$ cat src/rtl/data_mem_store_buffer_pkg.sv
// rtl/data_mem_store_buffer_pkg.sv - shared types and constants for the data_mem store buffer
package data_mem_store_buffer_pkg;

  typedef enum logic [0:0] {
    DMEM_IDLE = 1'b0,
    DMEM_BUSY = 1'b1
  } dmem_state_t;

  localparam logic [31:0] LED_ADDR  = 32'h0000_2000;
  localparam logic [31:0] DMEM_BASE = 32'h0000_1000;

  // One buffered store: 32-bit address, 32-bit data, 4-bit size/sign code (68 bits).
  typedef struct packed {
    logic [31:0] addr;
    logic [31:0] data;
    logic [3:0]  sign_mask;
  } sb_entry_t;

  function automatic logic is_word(input logic [3:0] sign_mask);
    return sign_mask[2];
  endfunction

endpackage

$ cat src/rtl/data_mem_store_buffer_if.sv
// rtl/data_mem_store_buffer_if.sv - pipeline-side and data_mem-side buses of the store buffer
interface sb_cpu_if;
  logic [31:0] addr;
  logic [31:0] write_data;
  logic        memwrite;
  logic        memread;
  logic [3:0]  sign_mask;
  logic [31:0] read_data;
  logic        stall;

  modport master (output addr, write_data, memwrite, memread, sign_mask,
                  input  read_data, stall);
  modport slave  (input  addr, write_data, memwrite, memread, sign_mask,
                  output read_data, stall);
endinterface

interface sb_mem_if;
  logic [31:0] addr;
  logic [31:0] write_data;
  logic        memwrite;
  logic        memread;
  logic [3:0]  sign_mask;
  logic [31:0] read_data;
  logic        clk_stall;

  modport master (output addr, write_data, memwrite, memread, sign_mask,
                  input  read_data, clk_stall);
  modport slave  (input  addr, write_data, memwrite, memread, sign_mask,
                  output read_data, clk_stall);
endinterface

$ cat src/rtl/data_mem_store_buffer_sb_fifo.sv
// rtl/data_mem_store_buffer_sb_fifo.sv - DEPTH x 68-bit register FIFO with combinational head (STORE_FWD_EN exposes all slots)
module sb_fifo
  import data_mem_store_buffer_pkg::*;
#(
  parameter  int DEPTH = 4,
  localparam int PTR_W = $clog2(DEPTH)
) (
  input  logic             clk,
  input  logic             rst_n,
  input  logic             push,
  input  logic             pop,
  input  sb_entry_t        push_entry,
  output sb_entry_t        head,
  output logic             full,
  output logic             empty,
  output logic [PTR_W:0]   count
`ifdef STORE_FWD_EN
  ,
  output sb_entry_t [DEPTH-1:0] slots,
  output logic [PTR_W-1:0]      rd_ptr
`endif
);

  sb_entry_t [DEPTH-1:0] slots_q;
  logic [PTR_W-1:0]      rd_q;
  logic [PTR_W-1:0]      wr_q;

  // Pointers wrap naturally because DEPTH is a power of two.
  always_ff @(posedge clk or negedge rst_n) begin
    if (!rst_n) begin
      rd_q  <= '0;
      wr_q  <= '0;
      count <= '0;
    end else begin
      if (push) wr_q <= wr_q + 1'b1;
      if (pop)  rd_q <= rd_q + 1'b1;
      case ({push, pop})
        2'b10:   count <= count + 1'b1;
        2'b01:   count <= count - 1'b1;
        default: ;
      endcase
    end
  end

  always_ff @(posedge clk) begin
    if (push) slots_q[wr_q] <= push_entry;
  end

  assign head  = slots_q[rd_q];
  assign full  = (count == (PTR_W+1)'(DEPTH));
  assign empty = (count == '0);

`ifdef STORE_FWD_EN
  assign slots  = slots_q;
  assign rd_ptr = rd_q;
`endif

endmodule

$ cat src/rtl/data_mem_store_buffer.sv
// rtl/data_mem_store_buffer.sv - posted-write store buffer between MEM stage and data_mem
// Optional store-to-load forwarding is built when STORE_FWD_EN is defined.
module data_mem_store_buffer
  import data_mem_store_buffer_pkg::*;
#(
  parameter  int DEPTH = 4,
  localparam int PTR_W = $clog2(DEPTH)
) (
  input  logic           clk,
  input  logic           rst_n,
  sb_cpu_if.slave        cpu,
  sb_mem_if.master       mem,
  output logic [PTR_W:0] count
);

  dmem_state_t state_q, state_d;
  logic        busy_load_q, seen_q, load_done_q;
  logic        memwrite_q, memread_q;
  logic [31:0] addr_q, wdata_q, rdata_q;
  logic [3:0]  mask_q;
  sb_entry_t   head, push_entry;
  logic        full, empty, push, pop;
  logic        store_req, load_pend, complete, issue_load, issue_store;
  logic        load_ready, fwd_hit;

`ifdef STORE_FWD_EN
  sb_entry_t [DEPTH-1:0] slots;
  logic [PTR_W-1:0]      rd_ptr, idx;
  logic                  fwd_match, fwd_word;
  logic [31:0]           fwd_data;
`endif

  assign store_req  = cpu.memwrite;
  assign load_pend  = cpu.memread && !cpu.memwrite && !load_done_q;
  // A completion requires the stall to have been seen high first, so the idle cycle right after the pulse is skipped.
  assign complete   = (state_q == DMEM_BUSY) && seen_q && !mem.clk_stall;
  assign pop        = complete && !busy_load_q;
  assign push       = store_req && (!full || pop);
  assign push_entry = {cpu.addr, cpu.write_data, cpu.sign_mask};

  sb_fifo #(.DEPTH(DEPTH)) u_fifo (
    .clk        (clk),
    .rst_n      (rst_n),
    .push       (push),
    .pop        (pop),
    .push_entry (push_entry),
    .head       (head),
    .full       (full),
    .empty      (empty),
    .count      (count)
`ifdef STORE_FWD_EN
    ,
    .slots      (slots),
    .rd_ptr     (rd_ptr)
`endif
  );

`ifdef STORE_FWD_EN
  // Walk oldest to youngest so the youngest matching store wins.
  always_comb begin
    fwd_match = 1'b0;
    fwd_word  = 1'b0;
    fwd_data  = '0;
    idx       = rd_ptr;
    for (int i = 0; i < DEPTH; i++) begin
      idx = rd_ptr + PTR_W'(i);
      if (((PTR_W+1)'(i) < count) && (slots[idx].addr[31:2] == cpu.addr[31:2])) begin
        fwd_match = 1'b1;
        fwd_word  = is_word(slots[idx].sign_mask);
        fwd_data  = slots[idx].data;
      end
    end
  end
  assign fwd_hit    = load_pend && fwd_match && fwd_word && is_word(cpu.sign_mask);
  assign load_ready = fwd_match ? empty : 1'b1;
`else
  assign fwd_hit    = 1'b0;
  assign load_ready = empty;
`endif

  assign issue_load  = (state_q == DMEM_IDLE) && load_pend && load_ready && !fwd_hit;
  assign issue_store = (state_q == DMEM_IDLE) && !issue_load && !empty;

  assign cpu.stall     = rst_n && ((store_req && full && !pop) || load_pend);
  assign cpu.read_data = rdata_q;

  assign mem.addr       = addr_q;
  assign mem.write_data = wdata_q;
  assign mem.sign_mask  = mask_q;
  assign mem.memwrite   = memwrite_q;
  assign mem.memread    = memread_q;

  always_ff @(posedge clk or negedge rst_n) begin
    if (!rst_n) state_q <= DMEM_IDLE;
    else        state_q <= state_d;
  end

  always_comb begin
    state_d = state_q;
    case (state_q)
      DMEM_IDLE: if (issue_load || issue_store) state_d = DMEM_BUSY;
      DMEM_BUSY: if (complete) state_d = DMEM_IDLE;
      default:   state_d = DMEM_IDLE;
    endcase
  end

  always_ff @(posedge clk or negedge rst_n) begin
    if (!rst_n) begin
      memwrite_q  <= 1'b0;
      memread_q   <= 1'b0;
      addr_q      <= '0;
      wdata_q     <= '0;
      mask_q      <= '0;
      rdata_q     <= '0;
      busy_load_q <= 1'b0;
      seen_q      <= 1'b0;
      load_done_q <= 1'b0;
    end else begin
      memwrite_q  <= issue_store;
      memread_q   <= issue_load;
      load_done_q <= 1'b0;
      if (issue_load) begin
        addr_q      <= cpu.addr;
        mask_q      <= cpu.sign_mask;
        busy_load_q <= 1'b1;
        seen_q      <= 1'b0;
      end else if (issue_store) begin
        addr_q      <= head.addr;
        wdata_q     <= head.data;
        mask_q      <= head.sign_mask;
        busy_load_q <= 1'b0;
        seen_q      <= 1'b0;
      end else if ((state_q == DMEM_BUSY) && mem.clk_stall) begin
        seen_q <= 1'b1;
      end
      // load_done_q lowers cpu.stall for exactly the cycle in which the load is consumed.
      if (complete && busy_load_q) begin
        rdata_q     <= mem.read_data;
        load_done_q <= 1'b1;
      end
`ifdef STORE_FWD_EN
      if (fwd_hit) begin
        rdata_q     <= fwd_data;
        load_done_q <= 1'b1;
      end
`endif
    end
  end

endmodule

$ cat src/flat_wrapper.sv
// flat-port wrapper written by rule: the top's interface ports become plain ports
module data_mem_store_buffer_flat import data_mem_store_buffer_pkg::*;
#(
  parameter  int DEPTH = 4,
  localparam int PTR_W = $clog2(DEPTH)
)
  (clk, rst_n, count, cpu_addr, cpu_write_data, cpu_memwrite, cpu_memread, cpu_sign_mask, cpu_read_data, cpu_stall, mem_addr, mem_write_data, mem_memwrite, mem_memread, mem_sign_mask, mem_read_data, mem_clk_stall);
  sb_cpu_if cpu_i ();
  sb_mem_if mem_i ();
  input  logic clk;
  input  logic rst_n;
  output logic [PTR_W:0] count;
  input wire logic [$bits(cpu_i.addr)-1:0] cpu_addr;
  input wire logic [$bits(cpu_i.write_data)-1:0] cpu_write_data;
  input wire logic [$bits(cpu_i.memwrite)-1:0] cpu_memwrite;
  input wire logic [$bits(cpu_i.memread)-1:0] cpu_memread;
  input wire logic [$bits(cpu_i.sign_mask)-1:0] cpu_sign_mask;
  output wire logic [$bits(cpu_i.read_data)-1:0] cpu_read_data;
  output wire logic [$bits(cpu_i.stall)-1:0] cpu_stall;
  output wire logic [$bits(mem_i.addr)-1:0] mem_addr;
  output wire logic [$bits(mem_i.write_data)-1:0] mem_write_data;
  output wire logic [$bits(mem_i.memwrite)-1:0] mem_memwrite;
  output wire logic [$bits(mem_i.memread)-1:0] mem_memread;
  output wire logic [$bits(mem_i.sign_mask)-1:0] mem_sign_mask;
  input wire logic [$bits(mem_i.read_data)-1:0] mem_read_data;
  input wire logic [$bits(mem_i.clk_stall)-1:0] mem_clk_stall;
  assign cpu_i.addr = cpu_addr;
  assign cpu_i.write_data = cpu_write_data;
  assign cpu_i.memwrite = cpu_memwrite;
  assign cpu_i.memread = cpu_memread;
  assign cpu_i.sign_mask = cpu_sign_mask;
  assign cpu_read_data = cpu_i.read_data;
  assign cpu_stall = cpu_i.stall;
  assign mem_addr = mem_i.addr;
  assign mem_write_data = mem_i.write_data;
  assign mem_memwrite = mem_i.memwrite;
  assign mem_memread = mem_i.memread;
  assign mem_sign_mask = mem_i.sign_mask;
  assign mem_i.read_data = mem_read_data;
  assign mem_i.clk_stall = mem_clk_stall;
  data_mem_store_buffer #(.DEPTH(DEPTH)) u_core (.clk(clk), .rst_n(rst_n), .cpu(cpu_i), .mem(mem_i), .count(count));
endmodule
$ cat config.mk
export PLATFORM = sky130hd
export DESIGN_NAME = data_mem_store_buffer_flat
export DESIGN_NICKNAME = d
export VERILOG_FILES = /design/src/rtl/data_mem_store_buffer_pkg.sv /design/src/rtl/data_mem_store_buffer_if.sv /design/src/rtl/data_mem_store_buffer_sb_fifo.sv /design/src/rtl/data_mem_store_buffer.sv /design/src/flat_wrapper.sv
export SDC_FILE = /design/constraint.sdc
export NUM_CORES = 1
export LEC_CHECK = 0
export ABC_AREA = 1
export CORE_UTILIZATION = 40
export CTS_CLUSTER_DIAMETER = 100
export DETAILED_ROUTE_END_ITERATION = 7
export GPL_TIMING_DRIVEN = 0
export HOLD_SLACK_MARGIN = 0.02
export PLACE_DENSITY = 0.73
export SETUP_SLACK_MARGIN = 0.2
export SYNTH_ARGS = -nofsm -noshare
export SYNTH_HDL_FRONTEND = slang
export SYNTH_SLANG_ARGS = --single-unit
$ cat constraint.sdc
create_clock -name clk -period 4.1 [get_ports clk]
set_input_delay 0.82 -clock clk [delete_from_list [all_inputs] [get_ports clk]]
set_output_delay 0.82 -clock clk [all_outputs]
set_load 0.01 [all_outputs]
### Word level (Yosys, flattened, before mapping)

Cells that the tools add are included.
W data, S select, Z words.

* register bits after elaboration: 385
* output and inout bits: 106

* mux-type cells: 19
* add/subtract/negate cells: 4
* reduce and logical (&&, ||, !) cells: 32
* $lt $le $gt $ge: 3
* bitwise operators: 2
* eq/ne operators: 3

Operators with widths (number)
* $bwmux W272: 1
* $bmux W68 S2: 1
* $demux W68 S2: 1
* $mux W68: 2
* $mux W32: 2
* $logic_and A1 B1 Y1: 16
* $logic_not A1 Y1: 8
* $mux W1: 8
* $mux W4: 2
* $lt A2 B3 Y1 const B: 2
* $pmux W3 S2: 1
* $add A2 B1 Y2 const B: 2
* $reduce_bool A2 Y1: 2
* $add A3 B1 Y3 const B: 1
* $eq A3 B3 Y1 const B: 1
* $logic_not A3 Y1: 1
* $logic_or A1 B1 Y1: 3
* $reduce_bool A3 Y1: 1
* $sub A3 B1 Y3 const B: 1
* $eq A2 B1 Y1 const B: 1
* $eq A2 B2 Y1 const B: 1
* $ge A2 B1 Y1 const B: 1
* $not A1 Y1: 2
* $pmux W1 S2: 1
* $reduce_and A2 Y1: 1

### Logic depth before layout (Yosys ltp)

* depth after elaboration: 11
* mapped depth: 11
* mapped depth without buffers: 11

### Modules after synthesis

Synthesis repeated with hierarchy kept, for this count alone.

* cells, all modules: 1416
* area, all modules: 15879.0 µm²

Modules (own cells, without submodules)
* sb_fifo: area each 11124.4 µm², seq. area each 8343.0 µm², instances 1, cells each 842
* data_mem_store_buffer: area each 4754.6 µm², seq. area each 2652.5 µm², instances 1, cells each 574

### Least setup slack after synthesis

Ideal clock, no wire load.

* path kind: input to register
* start: in mem_clk_stall
* end: reg u_core.u_fifo.slots_q[0] (netlist name) (enable)
* slack: -0.521 ns
* arrival time: 4.127 ns
* cell stages on the path: 5
* setup time: 0.495 ns
* path through: nor2_1 > nand2_1 > nand2_1 > nand2_1 > nor2_1

* word-level cells in the longest chain between the ends: 5

Ends and longest elaborated chain
* from (decl): RTL line flat_wrapper.sv:26 `input wire logic [$bits(mem_i.clk_stall)-1:0] mem_clk_stall;`
* $logic_not A1 Y1: RTL line data_mem_store_buffer.sv:36 `assign complete = (state_q == DMEM_BUSY) && seen_q && !mem.clk_stall;`
* $logic_and A1 B1 Y1: RTL line data_mem_store_buffer.sv:36
* $logic_and A1 B1 Y1: RTL line data_mem_store_buffer.sv:37 `assign pop = complete && !busy_load_q;`
* $logic_or A1 B1 Y1: RTL line data_mem_store_buffer.sv:38 `assign push = store_req && (!full || pop);`
* $logic_and A1 B1 Y1: RTL line data_mem_store_buffer.sv:38
* to (signal, indexed assignment): RTL line data_mem_store_buffer_sb_fifo.sv:46 `if (push) slots_q[wr_q] <= push_entry;`
* to (decl): RTL line data_mem_store_buffer_sb_fifo.sv:24 `sb_entry_t [DEPTH-1:0] slots_q;`

No other way between the ends.
A chain may end at the register's enable or synchronous reset.

### Worst setup path after layout

* start: in mem_clk_stall
* end: out cpu_stall

* word-level cells in the longest chain between the ends: 7

Ends and longest elaborated chain
* $logic_not A1 Y1: RTL line data_mem_store_buffer.sv:36
* $logic_and A1 B1 Y1: RTL line data_mem_store_buffer.sv:36
* $logic_and A1 B1 Y1: RTL line data_mem_store_buffer.sv:37
* $logic_not A1 Y1: RTL line data_mem_store_buffer.sv:84 `assign cpu.stall = rst_n && ((store_req && full && !pop) || load_pend);`
* $logic_and A1 B1 Y1: RTL line data_mem_store_buffer.sv:84
* $logic_or A1 B1 Y1: RTL line data_mem_store_buffer.sv:84
* $logic_and A1 B1 Y1: RTL line data_mem_store_buffer.sv:84
* to (decl): RTL line flat_wrapper.sv:19 `output wire logic [$bits(cpu_i.stall)-1:0] cpu_stall;`

No other way between the ends.

==> impl_metrics.py <==
metrics = {
    "pwr": {
        "p_per_area_nw_per_um2": 754,
        "ir_drop_uv": 409,
        "p_comb_share_pct": 37.2,
        "p_leak_nw": 7.82,
        "pwr-share-seq_pct": 38.9,
        "power_mw": 14.8,
        "p_sw_share_pct": 35.1,
        "clockPowerShare_pct": 23.9,
        "p_sw_mw": 5.19,
        "p_int_mw": 9.60,
    },
    "place": {
        "io_buffer_count": 210,
        "hpwl_mm": 25.4,
        "placedCellCount": 2082,
        "postPlaceCellArea_sq_um": 18300,
        "gp_congestion": 0.764,
    },
    "logic_synthesis": {
        "syn_inst": 1349,
        "syn_avg_cell_area_sq_um": 11.3,
        "synthAdderAreaFrac_pct": 0.542,
        "ys_warn_count": 0,
        "netlist_area_sq_um": 15200,
        "ys_ff_latch": 385,
        "synth.distinct_cells": 25,
        "synth-compound-area-share_pct": 3.36,
        "yosys.area_share.simple_pct": 20.8,
        "muxShareOfSynthArea_pct": 0,
        "synth_top_family_by_area": "simple AND/OR/NAND/NOR gates",
        "syn_nets": 1460,
        "synthXorXnorAreaFrac_pct": 0.172,
        "synth_seq_area_share_pct": 72.1,
    },
    "finish": {
        "multi_input_comb_area_sq_um": 3820,
        "drive_above_1_share_pct": 8.03,
        "design_area_sq_um": 19600,
        "ff_latch_area_sq_um": 11000,
        "fin_nets": 1725,
        "area_growth_pct": 28.5,
        "final_cells": 2157,
        "fillCellCount": 3150,
    },
    "timing": {
        "fin_crit_ns": 3.60,
        "hold_viol_final": 0,
        "tns_ns": 0,
        "rsz0062_at_grt": "false",
        "skew_ns": 0.0123,
        "finalSetupViolations": 0,
        "fmax_mhz": 277,
        "slew_violations": 0,
        "finalCritPeriodShare_pct": 87.9,
        "worst_pin_slew_ns": 0.876,
        "slew_headroom_pct": 41.5,
    },
    "global_route": {
        "grt_pass1_wl_mm": 59.6,
        "grt_overflow": 0,
        "grt_max_degree": 89,
        "grt_pass1_vias": 10700,
        "antenna_found_initial": 4,
        "track_usage_pct": 20.0,
    },
    "clock_tree": {
        "htree_levels": 2,
        "cts_setup_buffers": 0,
        "cts_hold_buf": 0,
        "postCtsResizedCells": 0,
        "cts-root-buf": "clkbuf_16",
        "cts_tree": "built",
        "cts-buffers-inserted": 41,
        "clk_pin_slew_ns": 0.06,
        "clock_latency_ns": 0.52,
        "cts.sinks": 385,
        "clk_path_buf_depth": 3,
    },
    "routing": {
        "vias": 10700,
        "first_pass_iters": 5,
        "wl_mm": 39.0,
        "drc_errors": 0,
        "postRouteAntennaNets": 0,
        "drt_iter0_markers": 793,
        "avgViaCountPerCell": 4.97,
        "wl_per_cell_microns": 18.1,
    },
    "worst_setup_path": {
        "max_stage_delay_ns": 0.57,
        "cp-end-kind": "output port",
        "cp_num_buf_inv": 3,
        "cp_cell_sequence": "clkdlybuf4s50_1, nor2_1, nand2_1, nand2_1, nand2_1, inv_1, nor2_1, clkdlybuf4s50_1",
        "critPathMaxFanout": 8,
        "crit_family": "buffers and inverters",
        "crit_path_start_kind": "input port",
        "crit_type": "in -> out",
        "worstPathArrival_ns": 2.78,
        "path_common_cell": "nand2_1",
        "cp_slowest_cell": "clkdlybuf4s50_1",
        "required_ns": 3.28,
    },
    "die": {
        "die_height_microns": 197,
        "dieArea_sq_um": 38900,
        "initial_utilization_pct": 40.6,
        "ios": 211,
        "rows": 71,
        "die_w_microns": 197,
        "core_region_area_sq_um": 37600,
    },
    "flow_run": {
        "max_cap_violations": 0,
    },
    "status": {
        "outcome": "finished clean",
    },
    "min_path": {
        "hold_class": "in -> async",
    },
}
[power groups by stage]
stage / sequential (mW) / clock [mW] / combinational [mW]
6_report: 5.76 / 3.53 / 5.50
5_1_grt: 5.86 / 3.75 / 6.09
4_1_cts: 5.75 / 3.60 / 5.56
3_5_place_dp: 5.82 / 0 / 5.52
3_3_place_gp: 5.91 / 0 / 5.21
2_1_floorplan: 6.06 / 0 / 2.72
[synthesized netlist by cell type]
cell / instances / share of area (%)
a21oi_1: 2 / 0.066
a31oi_1: 1 / 0.041
buf_1: 9 / 0.22
buf_2: 35 / 1.1
buf_4: 6 / 0.30
buf_6: 3 / 0.22
clkbuf_1: 25 / 0.62
dfrtp_1: 113 / 19
edfxtp_1: 272 / 54
fa_1: 1 / 0.13
ha_1: 5 / 0.41
inv_1: 12 / 0.30
inv_2: 9 / 0.22
nand2_1: 460 / 11
nand2_2: 3 / 0.12
nand2_4: 1 / 0.074
nand3_1: 145 / 4.8
nand3b_1: 36 / 1.8
nor2_1: 107 / 2.6
nor2_2: 1 / 0.041
nor2_4: 1 / 0.074
o21ai_0: 76 / 2.5
o21ai_1: 23 / 0.75
xnor2_1: 1 / 0.057
xor2_1: 2 / 0.11
[flip-flops by register name, summed over array words and instances, names as in the netlist]
signal / cells
u_core.u_fifo.count: 3
u_core.u_fifo.rd_q: 2
u_core.mem.sign_mask: 4
u_core.mem.memwrite: 1
u_core.u_fifo.slots_q: 272
u_core.mem.write_data: 32
u_core.seen_q: 1
u_core.mem.memread: 1
u_core.load_done_q: 1
u_core.state_q: 1
u_core.cpu.read_data: 32
u_core.u_fifo.wr_q: 2
u_core.busy_load_q: 1
u_core.mem.addr: 32
[stage by stage]
step / util, % / worst slack (ns) / hold WS [ns]
6_report: 52.2 / 0.495 / 0.175
5_1_grt: 52.1 / 0.387 / 0.180
4_1_cts: 52.1 / 0.474 / 0.166
3_5_place_dp: 48.7 / 0.474 / 0.464
3_3_place_gp: 47.9 / -3.50 / 0.463
2_1_floorplan: - / -0.521 / 0.477
[final timing paths]
check | startpoint | end | slack, ns | cells after the start
setup / recovery | mem_clk_stall | cpu_stall | 0.50 | 8
hold / removal | rst_n | u_core.mem.addr[19] | 0.17 | 1
setup reg to reg | u_core.state_q | u_core.u_fifo.slots_q[160] | 1.56 | 7
hold reg to reg | u_core.mem.write_data[2] | u_core.mem.write_data[2] | 0.48 | 2
max in group asynchronous | rst_n | u_core.mem.write_data[30] | 3.13 | 2
min in group clk | u_core.mem.write_data[2] | u_core.mem.write_data[2] | 0.48 | 2
[metal layers]
layer  share of wire, %  global-route usage (%)
met1                 41                    25.7
met5              0.033                       0
met4                2.0                    6.75
met3                6.9                    3.93
met2                 50                    33.9
[kinds of logic after synthesis]
| group | Yosys count |
|---|---|
| flip-flops | 385 |
| buffers and inverters | 99 |
| AO/OA/AOI/OAI | 102 |
| XOR/XNOR | 3 |
| AND/OR/NAND/NOR | 754 |
| adder cells (fa/ha/maj) | 6 |
[cell usage in the layout, fill, tap and decap left out]
cell type,Yosys,final
a21oi_1,2,2
inv_1,12,12
inv_6,0,1
clkinv_2,0,3
xor2_1,2,2
nand2_4,1,1
buf_1,9,9
bufinv_16,0,2
buf_4,6,6
o21ai_0,76,76
nor2_4,1,5
nor2_2,1,1
nand2_2,3,3
nor2_1,107,103
nand3_1,145,145
clkbuf_1,25,36
nand2_1,460,460
a31oi_1,1,1
buf_6,3,4
diode_2,0,3
inv_2,9,9
clkinv_1,0,5
nand3b_1,36,36
xnor2_1,1,1
clkinvlp_4,0,1
clkbuf_8,0,6
clkdlybuf4s50_1,0,209
ha_1,5,5
clkbuf_16,0,41
clkinv_4,0,2
o21ai_1,23,23
dfrtp_1,113,113
buf_16,0,7
fa_1,1,1
edfxtp_1,272,272
buf_12,0,5
buf_2,35,35
[final cells by class]
class,count,area share (%)
Multi-Input combinational cell,865,19.5
Buffer,78,1.95
Clock buffer,58,5.87
Inverter,21,0.402
Timing Repair Buffer,222,12.2
Tap cell,511,3.26
Sequential cell,385,56.1
Antenna cell,3,0.0383
Clock inverter,14,0.651
Power figures use the tool's default switching activity.
